`config.mk`:
```
export PLATFORM = sky130hd
export DESIGN_NAME = board_move_ctrl
export DESIGN_NICKNAME = d
export VERILOG_FILES = /design/src/rtl/jogo_pkg.sv /design/src/rtl/detector_vitoria.sv /design/src/rtl/board_move_ctrl.sv
export SDC_FILE = /design/constraint.sdc
export NUM_CORES = 1
export LEC_CHECK = 0
export CAP_MARGIN = 5
export CORE_ASPECT_RATIO = 0.5
export CORE_MARGIN = 1.5
export CORE_UTILIZATION = 50
export CTS_BUF_LIST = sky130_fd_sc_hd__clkbuf_16
export DETAILED_ROUTE_END_ITERATION = 10
export PLACE_DENSITY = 0.78
export SETUP_SLACK_MARGIN = 0.5
export SLEW_MARGIN = 20
export SYNTH_ARGS = -nofsm -noshare
export SYNTH_HDL_FRONTEND = slang
export SYNTH_SLANG_ARGS = --single-unit
```
`constraint.sdc`:
```
create_clock -name clk -period 2.4 [get_ports clk]
set_input_delay 0.24 -clock clk [delete_from_list [all_inputs] [get_ports clk]]
set_output_delay 0.24 -clock clk [all_outputs]
set_load 0.01 [all_outputs]
```
`src/rtl/jogo_pkg.sv`:
```
// Shared definitions for the 3x3 game: cell codes, controller states and the
// table of winning lines.
package jogo_pkg;

    localparam logic [1:0] VAZIO = 2'b00;
    localparam logic [1:0] X     = 2'b01;
    localparam logic [1:0] O     = 2'b10;

    localparam int unsigned N_CELLS = 9;
    localparam int unsigned N_LINES = 8;

    typedef enum logic [2:0] {
        INICIAL,
        LIMPA,
        ESPERA,
        VALIDA,
        VERIFICA,
        TROCA,
        INVALIDA,
        FIM
    } estado_t;

    // Rows, columns, then the two diagonals (row-major cell indices).
    localparam int unsigned WIN_LINES [N_LINES][3] = '{
        '{0, 1, 2}, '{3, 4, 5}, '{6, 7, 8},
        '{0, 3, 6}, '{1, 4, 7}, '{2, 5, 8},
        '{0, 4, 8}, '{2, 4, 6}
    };

    function automatic logic [1:0] cell_at(input logic [17:0] tab, input logic [3:0] pos);
        logic [1:0] v;
        v = VAZIO;
        for (int unsigned i = 0; i < N_CELLS; i++) begin
            if (pos == 4'(i)) v = tab[2*i +: 2];
        end
        return v;
    endfunction

endpackage

```
`src/rtl/detector_vitoria.sv`:
```
// Combinational line/full-board detector: flags a completed line of the given
// symbol and whether every cell is occupied.
module detector_vitoria
    import jogo_pkg::*;
(
    input  logic [17:0] tabuleiro,
    input  logic [1:0]  simbolo,
    output logic        linha_ok,
    output logic        cheio
);

    always_comb begin
        linha_ok = 1'b0;
        cheio    = 1'b1;
        for (int unsigned l = 0; l < N_LINES; l++) begin
            if (simbolo != VAZIO &&
                tabuleiro[2*WIN_LINES[l][0] +: 2] == simbolo &&
                tabuleiro[2*WIN_LINES[l][1] +: 2] == simbolo &&
                tabuleiro[2*WIN_LINES[l][2] +: 2] == simbolo)
                linha_ok = 1'b1;
        end
        for (int unsigned i = 0; i < N_CELLS; i++) begin
            if (tabuleiro[2*i +: 2] == VAZIO) cheio = 1'b0;
        end
    end

endmodule

```
`src/rtl/board_move_ctrl.sv`:
```
// Move controller for the 3x3 game: validates and writes moves into the board
// register, detects win/draw and drives the downstream turn-toggle flip-flop.
module board_move_ctrl
    import jogo_pkg::*;
#(
    parameter int unsigned TIMEOUT_CYCLES = 0
) (
    input  logic        clk,
    input  logic        clear_n,
    input  logic        start,
    input  logic        jogar,
    input  logic [3:0]  posicao,
    input  logic [1:0]  jogador,
    output logic [17:0] tabuleiro,
    output logic        troca_jogador,
    output logic        limpa_jogador,
    output logic        jogada_invalida,
    output logic        tempo_esgotado,
    output logic        vitoria,
    output logic        empate,
    output logic [1:0]  vencedor,
    output logic        fim_jogo
);

    localparam int unsigned TW = (TIMEOUT_CYCLES > 0) ? $clog2(TIMEOUT_CYCLES + 1) : 1;
    localparam logic [TW-1:0] T_LAST = (TIMEOUT_CYCLES > 0) ? TW'(TIMEOUT_CYCLES - 1) : '0;

    estado_t       state_q, state_d;
    logic [17:0]   tab_q, tab_d;
    logic [3:0]    pos_q, pos_d;
    logic [1:0]    jog_q, jog_d;
    logic [TW-1:0] timer_q, timer_d;
    logic          tout_q, tout_d;
    logic          vit_q, vit_d;
    logic          emp_q, emp_d;
    logic [1:0]    venc_q, venc_d;
    logic          linha_ok, cheio;

    detector_vitoria u_detector (
        .tabuleiro (tab_q),
        .simbolo   (jog_q),
        .linha_ok  (linha_ok),
        .cheio     (cheio)
    );

    always_ff @(posedge clk or negedge clear_n) begin
        if (!clear_n) begin
            state_q <= INICIAL;
            tab_q   <= '0;
            pos_q   <= '0;
            jog_q   <= '0;
            timer_q <= '0;
            tout_q  <= 1'b0;
            vit_q   <= 1'b0;
            emp_q   <= 1'b0;
            venc_q  <= '0;
        end else begin
            state_q <= state_d;
            tab_q   <= tab_d;
            pos_q   <= pos_d;
            jog_q   <= jog_d;
            timer_q <= timer_d;
            tout_q  <= tout_d;
            vit_q   <= vit_d;
            emp_q   <= emp_d;
            venc_q  <= venc_d;
        end
    end

    // Timer is held at zero outside ESPERA, which gives the clear-on-entry behaviour.
    always_comb begin
        state_d = state_q;
        tab_d   = tab_q;
        pos_d   = pos_q;
        jog_d   = jog_q;
        timer_d = '0;
        tout_d  = 1'b0;
        vit_d   = vit_q;
        emp_d   = emp_q;
        venc_d  = venc_q;
        if (start) begin
            state_d = LIMPA;
            tab_d   = '0;
            vit_d   = 1'b0;
            emp_d   = 1'b0;
            venc_d  = VAZIO;
        end else begin
            case (state_q)
                INICIAL: state_d = INICIAL;
                LIMPA:   state_d = ESPERA;
                ESPERA: begin
                    if (jogar) begin
                        pos_d   = posicao;
                        jog_d   = jogador;
                        state_d = VALIDA;
                    end else if (TIMEOUT_CYCLES > 0 && timer_q == T_LAST) begin
                        tout_d  = 1'b1;
                        state_d = TROCA;
                    end else if (TIMEOUT_CYCLES > 0) begin
                        timer_d = timer_q + 1'b1;
                    end
                end
                VALIDA: begin
                    if (pos_q <= 4'd8 && cell_at(tab_q, pos_q) == VAZIO) begin
                        for (int unsigned i = 0; i < N_CELLS; i++) begin
                            if (pos_q == 4'(i)) tab_d[2*i +: 2] = jog_q;
                        end
                        state_d = VERIFICA;
                    end else begin
                        state_d = INVALIDA;
                    end
                end
                VERIFICA: begin
                    if (linha_ok) begin
                        vit_d   = 1'b1;
                        venc_d  = jog_q;
                        state_d = FIM;
                    end else if (cheio) begin
                        emp_d   = 1'b1;
                        venc_d  = VAZIO;
                        state_d = FIM;
                    end else begin
                        state_d = TROCA;
                    end
                end
                TROCA:    state_d = ESPERA;
                INVALIDA: state_d = ESPERA;
                FIM:      state_d = FIM;
                default:  state_d = INICIAL;
            endcase
        end
    end

    assign tabuleiro       = tab_q;
    assign troca_jogador   = (state_q == TROCA);
    assign tempo_esgotado  = (state_q == TROCA) && tout_q;
    assign limpa_jogador   = (state_q == LIMPA);
    assign jogada_invalida = (state_q == INVALIDA);
    assign fim_jogo        = (state_q == FIM);
    assign vitoria         = vit_q;
    assign empate          = emp_q;
    assign vencedor        = venc_q;

endmodule

```
==> flow_summary.json <==
{
  "dr.pass1.iters": 5,
  "critPathKind": "reg2reg",
  "tns_ns": 0,
  "slowest_stage": "dfrtp_2",
  "drcViolationCount": 0,
  "grt_util_all_layers": 0.2931,
  "slew_viol_final": 0,
  "whs_ns": 0.3648,
  "p_total_mw": 2.369,
  "wl_per_cell_microns": 19.37,
  "numCtsBuffers": 5,
  "root_buffer": "clkbuf_16",
  "drive_gt1_frac": 0.3538,
  "power_switching_share": 0.3779,
  "die-area_sq_um": 4152,
  "layout_commonest_cell": "clkdlybuf4s50_1",
  "status": "completed",
  "crit_start": "pos_q[0]$_DFFE_PN0P_",
  "cap_violations": 0,
  "r2r_start": "pos_q[0]$_DFFE_PN0P_",
  "ff2ff_path_depth": 7,
  "vias": 1948,
  "io_buffers": 35,
  "timing.critical_path.cells": "o21ai_1 -> o21ai_1 -> mux4_2 -> nor4_4 -> buf_4 -> nand2_2 -> o2bb2ai_1",
  "drtIter0Drc": 206,
  "layout_common_cells": "35 x clkdlybuf4s50_1, 22 x nor2_1, 18 x buf_4",
  "setup.worst_path.end_class": "flip-flop",
  "antenna_found_initial": 0,
  "grt_overflow": 0,
  "syn_area_sq_um": 1877,
  "io_pins": 37,
  "comb_power_share": 0.451,
  "synth_cells": 209,
  "clock_skew_ns": 0.003111,
  "slowest_delay_ns": 0.52,
  "worstMarginPinSlew_ns": 0.5324,
  "placed_cells": 287,
  "avgSynthCellArea_sq_um": 8.980,
  "worstSkewPairLatency_ns": 0.27,
  "num-nets-final": 271,
  "die-width_microns": 89.65,
  "netSwitchingPower_mw": 0.8954,
  "grt_pass1_wl_microns": 8645,
  "fin_crit_sh": 0.8530,
  "min_period_ns": 2.047,
  "path_common_cell": "o21ai_1",
  "p_int_mw": 1.474,
  "hold_path_class": "in2async",
  "wirelength_microns": 6024,
  "ant_nets": 0,
  "clkSinkCount": 31,
  "dpl.hpwl_microns": 3580,
  "initial_core_util": 0.5348,
  "h-tree-depth": 2,
  "clockBufferDepth": 2,
  "worstPathRequired_ns": 2.58,
  "synth_warnings": 0,
  "synth_cell_types": 39,
  "core_sq_um": 3510,
  "final_cells": 311,
  "final_util": 0.7857,
  "synthToLayoutAreaGrowth_pct": 46.93,
  "slew_headroom": 0.6432,
  "crit_fanout": 18,
  "sequentialPowerShare": 0.313,
  "synth_fp_nets": 219,
  "antennaDiodeCount": 0,
  "yosys.area.top_type_share": 0.4133,
  "place.gp.congestion": 0.9357,
  "grt_pass1_vias": 1713,
  "powerDensity_nw_per_um2": 859.2,
  "fmax_mhz": 488.5,
  "peakVddDrop_mv": 0.4292,
  "synth.ff_latch_count": 31,
  "rows": 15,
  "finalSetupViolCount": 0,
  "cp_num_cells": 7,
  "rsz0062_at_grt": "yes",
  "async_flop_share": 1.000,
  "leakagePower_nw": 1.201,
  "crit_buf_inv": 1,
  "fp.dieH_microns": 46.32,
  "hold_violations": 0,
  "grt_max_degree": 32,
  "clkTransAtPathRegs_ns": 0.05,
  "tritoncts": "yes",
  "ys.flop_type": "dfrtp_1",
  "path_delay_family": "flip-flops",
  "ys_seq_area_frac": 0.4133,
  "cp-start-kind": "flip-flop",
  "synth_area_leaders": "dfrtp_1 41%, nor3_1 5.3%, nor2_1 5.0%",
  "p_clk_frac": 0.236,
  "vias_per_cell": 6.264,
  "ctsHoldBuffers": 0,
  "synth_area_leader_cell": "dfrtp_1",
  "cp.arrival_ns": 2.23,
  "synth-edff-count": 0
}
## registers in the layout, summed over array words and instances (netlist names)
name       cells
jog_q          2
pos_q          4
empate         1
vencedor       2
vitoria        1
state_q        3
tabuleiro     18
## logic make-up (layout without fill, tap and decap cells)
| family | count (synthesis) | after routing | share of synthesized area |
|---|---|---|---|
| AOI/OAI and AO/OA | 50 | 50 | 0.1807 |
| xor gates and xnor gates | 8 | 8 | 0.03733 |
| buffers and inverters | 22 | 73 | 0.06400 |
| DFF | 31 | 31 | 0.4133 |
| muxes | 4 | 4 | 0.03000 |
| other | 1 | 1 | 0.001998 |
| and+or+nand+nor | 93 | 93 | 0.2727 |
## synth_stat cells, types with 2 or more instances
| cell | count |
|---|---|
| a31oi_1 | 3 |
| and3_1 | 14 |
| clkbuf_1 | 5 |
| o22ai_1 | 9 |
| dfrtp_1 | 31 |
| buf_4 | 2 |
| buf_6 | 3 |
| a21oi_1 | 13 |
| nand2_2 | 2 |
| a211oi_1 | 5 |
| xor2_1 | 8 |
| nand3b_1 | 2 |
| nor2b_1 | 2 |
| nor4_1 | 3 |
| or3_1 | 3 |
| a32o_1 | 2 |
| nor3_1 | 20 |
| a41o_1 | 2 |
| o21ai_1 | 2 |
| mux2_2 | 3 |
| o21ai_0 | 5 |
| buf_2 | 6 |
| nor3_2 | 2 |
| and3_2 | 2 |
| nand2b_1 | 3 |
| o2bb2ai_1 | 6 |
| nand2_1 | 10 |
| inv_1 | 6 |
| nor2_1 | 25 |
## layout make-up
cell class,instances,area (sq um)
tap,51,63.81
inverter,6,22.52
timing repair buffer,61,570.5
clock inverter,1,3.754
multi-input combinational,156,1175
fill,232,752.0
sequential,31,797.0
clock buffer,5,125.1
## stage by stage
stage	area (sq um)	setup slack, ns
6_report	2758	0.3528
5_1_grt	2758	0.2873
4_1_cts	2624	0.4305
3_5_place_dp	2253	-0.01946
3_3_place_gp	2253	0.1113
2_1_floorplan	1877	0.5330
## what timing repair did
item	CTS	global route
resized for setup	51	13
endpoints found under the hold margin	0	0
endpoints found under the setup margin	14	23
pin swaps	26	13
setup buffers	8	10
## metal layers
metal,up-vias,wire length (microns),track usage
met5,-,0,0
met4,0,129,0.1262
met3,20,553,0.06272
met2,109,2804,0.4567
met1,953,2536,0.3998
li1,866,-,-
## final timing paths
| path | slack (ns) | end |
|---|---|---|
| setup / recovery | 0.35 | tabuleiro[15]$_DFFE_PN0P_ |
| hold / removal | 0.36 | vitoria$_DFFE_PN0P_ |
| setup reg to reg | 0.35 | tabuleiro[15]$_DFFE_PN0P_ |
| hold reg to reg | 0.52 | empate$_DFFE_PN0P_ |
| max in group asynchronous | 1.71 | jog_q[1]$_DFFE_PN0P_ |
| min in group clk | 0.52 | empate$_DFFE_PN0P_ |
## power by group through the flow
stage / clock, mW / sequential [mW] / combinational [mW]
2_1_floorplan: 0 / 0.644 / 0.568
3_3_place_gp: 0 / 0.771 / 0.609
3_5_place_dp: 0 / 0.777 / 0.631
4_1_cts: 0.563 / 0.732 / 0.946
5_1_grt: 0.589 / 0.751 / 1.13
6_report: 0.560 / 0.741 / 1.07
No activity file was read; power rests on OpenSTA's default activity.
==> RTL edit: new RTL, config.mk and constraints unchanged <==
Register the inputs `start`, `jogar`, `posicao` and `jogador` before use. The logic sees them one clock later.
--- a/src/rtl/board_move_ctrl.sv
+++ b/src/rtl/board_move_ctrl.sv
@@ -24,6 +24,18 @@
 
     localparam int unsigned TW = (TIMEOUT_CYCLES > 0) ? $clog2(TIMEOUT_CYCLES + 1) : 1;
     localparam logic [TW-1:0] T_LAST = (TIMEOUT_CYCLES > 0) ? TW'(TIMEOUT_CYCLES - 1) : '0;
+
+    logic start_q;
+    logic jogar_q;
+    logic [3:0] posicao_q;
+    logic [1:0] jogador_q;
+
+    always_ff @(posedge clk) begin
+        start_q   <= start;
+        jogar_q   <= jogar;
+        posicao_q <= posicao;
+        jogador_q <= jogador;
+    end
 
     estado_t       state_q, state_d;
     logic [17:0]   tab_q, tab_d;
@@ -78,7 +90,7 @@
         vit_d   = vit_q;
         emp_d   = emp_q;
         venc_d  = venc_q;
-        if (start) begin
+        if (start_q) begin
             state_d = LIMPA;
             tab_d   = '0;
             vit_d   = 1'b0;
@@ -89,9 +101,9 @@
                 INICIAL: state_d = INICIAL;
                 LIMPA:   state_d = ESPERA;
                 ESPERA: begin
-                    if (jogar) begin
-                        pos_d   = posicao;
-                        jog_d   = jogador;
+                    if (jogar_q) begin
+                        pos_d   = posicao_q;
+                        jog_d   = jogador_q;
                         state_d = VALIDA;
                     end else if (TIMEOUT_CYCLES > 0 && timer_q == T_LAST) begin
                         tout_d  = 1'b1;
Check against the original RTL: not equivalent (a bounded check fails within 4 cycles, from zero or initial values).
==> RTL edit against the original RTL <==
- utilization decreased by 5.3 points
- critical path depth down 1
- highest routed layer unchanged
- power up 12%
- combinational power decreased by 6%
- final area up 3.2%
- setup slack better by 38 ps
- final cell count is 1.6% lower
- first-iteration DRC count shrank 16%
- synthesized area up 7.2%
- routed wire length decreased by 3.8%
- non-clock buffer count shrank 7
- sequential cell count grew 8
- largest power group unchanged
==> RTL edit: results (changes against the original RTL) <==
FRACTION_OF_LAYOUT_CELLS_WITH_A_SIZE_SUFFIX_ABOVE_1=0.2937  # -0.06020
DETAILEDROUTE.FIRSTPASSITERATIONCOUNT=5  # unchanged
GRT_ANTENNA_BEFORE_REPAIR=0  # unchanged
SYNTH_FP_NETS=217  # -0.91%
DETAILEDROUTE.FIRSTITERATIONVIOLATIONS=173  # -16%
FILLERINSTANCES=270  # +16%
SYNTH_CELL_TYPES=42  # +7.7%
CELL_TYPES_WITH_THE_LARGEST_AREA_SHARE_AFTER_SYNTHESIS='sky130_fd_sc_hd__dfrtp_1, sky130_fd_sc_hd__dfxtp_1, sky130_fd_sc_hd__o2bb2ai_1, sky130_fd_sc_hd__and3_1, sky130_fd_sc_hd__nor3_1'
GRT_START_MAX_NET_PINS=32  # unchanged
ANTENNA_DIODE_COUNT=0  # unchanged
RESULT_OF_THE_RUN='finished clean'
GRT.MET3_USAGE=0.06349  # +0.0007680
VIA_COUNT_OF_THE_FIRST_GLOBAL_ROUTING_PASS=1593  # -7.0%
GP_ROUTABILITY_CONGESTION=0.8667  # -7.4%
CRITPATHMAXSTAGEDELAY_PS=530
P_LEAK_uW=0.001202  # about the same
POST_SYNTH_MOST_FREQUENT_CELLS='sky130_fd_sc_hd__dfrtp_1, sky130_fd_sc_hd__and3_1, sky130_fd_sc_hd__nor3_1'
CLKTRANSATPATHREGS_PS=60
WORSTSETUPSTARTPOINT='jog_q[0]$_DFFE_PN0P_'
WORST_VDD_IR_V=0.0005773  # +34%
CP_SLOWEST_CELL='sky130_fd_sc_hd__dfrtp_4'
WORST-PATH-MAX-FANOUT=8  # -10
GLOBAL_ROUTE.USAGE.TOTAL=0.2533  # -0.03986
PLACE_HPWL_UM=3301  # -7.8%
PORTBUFFERS=35  # unchanged
CTS_MAX_LEVEL=2  # unchanged
WORST_SKEW_PAIR.LATE_LATENCY_PS=280
GRT.MET2_USAGE=0.3794  # -0.07730
SYNTHESIS_WARNING_TOTAL=0  # unchanged
NUMBER_OF_FLIP_FLOPS_IN_THE_LARGEST_REGISTER=18  # unchanged
YS_SEQ_AREA_FRAC=0.4652  # +0.05184
CLOCKBUFFERDEPTH=2  # unchanged
CTS_ROOT_BUF='sky130_fd_sc_hd__clkbuf_16'
GROUTE.LAYER.MET1.USAGE=0.3486  # -0.05114
NUMCTSBUFFERS=5  # unchanged
CLOCK-SKEW-FINAL_PS=2.451  # -0.6592 ps
YS_ASYNC_SR_FRACTION=0.7949  # -0.2051
WORSTHOLDPATHTYPE='primary input to asynchronous set/reset pin'
CP_TOP_FAMILY='compound AO/OA/AOI/OAI gates'
CP_DATA_ARRIVAL_TIME_PS=2210  # -20 ps
GRT_PASS1_WL_UM=8176  # -5.4%
DP_SLACK_PS=37.94  # +57.40 ps
DETAILED_ROUTE_WIRE_LENGTH_PER_CELL_UM=18.94  # -2.2%
MOST_COMMON_FLOP_CELL_MAPPED_BY_YOSYS='sky130_fd_sc_hd__dfrtp_1'
FINISH.NET_COUNT=261  # -3.7%
DRT-VIAS-PER-INSTANCE=6.304  # +0.64%
[RTL edit: cell count changes in the layout (fill, tap and decap cells not counted), sizes merged, moves of 7 or more]
cell | unedited run | this run
nor2 | 25 | 15
o2bb2ai | 6 | 16
a21oi | 13 | 5
dfxtp | 0 | 8
nand3 | 0 | 8
buf | 26 | 19
[RTL edit: final timing paths]
path,slack (ps),cells after the start,end
hold reg to reg,460,1,pos_q[1]$_DFFE_PN0P_
hold / removal,350,2,tabuleiro[1]$_DFFE_PN0P_
setup reg to reg,390,6,vencedor[1]$_DFFE_PN0P_
max in group asynchronous,1730,2,jog_q[1]$_DFFE_PN0P_
setup / recovery,390,6,vencedor[1]$_DFFE_PN0P_
min in group clk,400,1,posicao_q[2]$_DFF_P_
[RTL edit: area by class of cell]
type / count / area share
Clock buffer: 5 / 0.04398
Clock inverter: 3 / 0.01495
Inverter: 3 / 0.003958
Multi-Input combinational cell: 148 / 0.3989
Sequential cell: 39 / 0.3342
Tap cell: 54 / 0.02375
Timing Repair Buffer: 54 / 0.1803
[RTL edit: per-layer routing]
metal / share of wire / wire [um]
met3: 0.11 / 628
met1: 0.42 / 2416
met4: 0.025 / 144
met5: 0 / 0
met2: 0.45 / 2605
[RTL edit: metrics by stage]
step | total power [uW] | instance area [sq um] | hold WS (ps) | util | std cells
2_1_floorplan | 1334 | 2012 | -55.59 | - | 207
3_3_place_gp | 1448 | 2347 | 445.0 | 0.6044 | 281
3_5_place_dp | 1463 | 2347 | 448.4 | 0.6044 | 281
4_1_cts | 2440 | 2660 | 365.0 | 0.6849 | 296
5_1_grt | 2743 | 2845 | 393.5 | 0.7326 | 306
6_report | 2644 | 2845 | 352.0 | 0.7326 | 306
[RTL edit: cell families (layout without fill, tap and decap cells)]
kind of cell | Yosys count | in the layout | synth area share
XOR/XNOR | 8 | 8 | 0.03483
multiplexers | 8 | 8 | 0.04353
other | 1 | 1 | 0.001864
buffers and inverters | 20 | 65 | 0.05410
AND/OR/NAND/NOR | 83 | 83 | 0.2189
AO/OA/AOI/OAI | 48 | 48 | 0.1816
flip-flops | 39 | 39 | 0.4652
[RTL edit: repair_timing]
action	CTS	global route
gates cloned	0	0
pin swaps	5	3
resized for setup	25	24
setup buffers	7	10
setup endpoints to repair	13	21
[RTL edit: power breakdown]
part	internal, uW	leakage (uW)	switching, uW	total (uW)
registers	734	0.000474	147	882
clock network	490	0.0000818	261	751
logic	509	0.000646	503	1010
total	1730	0.00120	911	2640
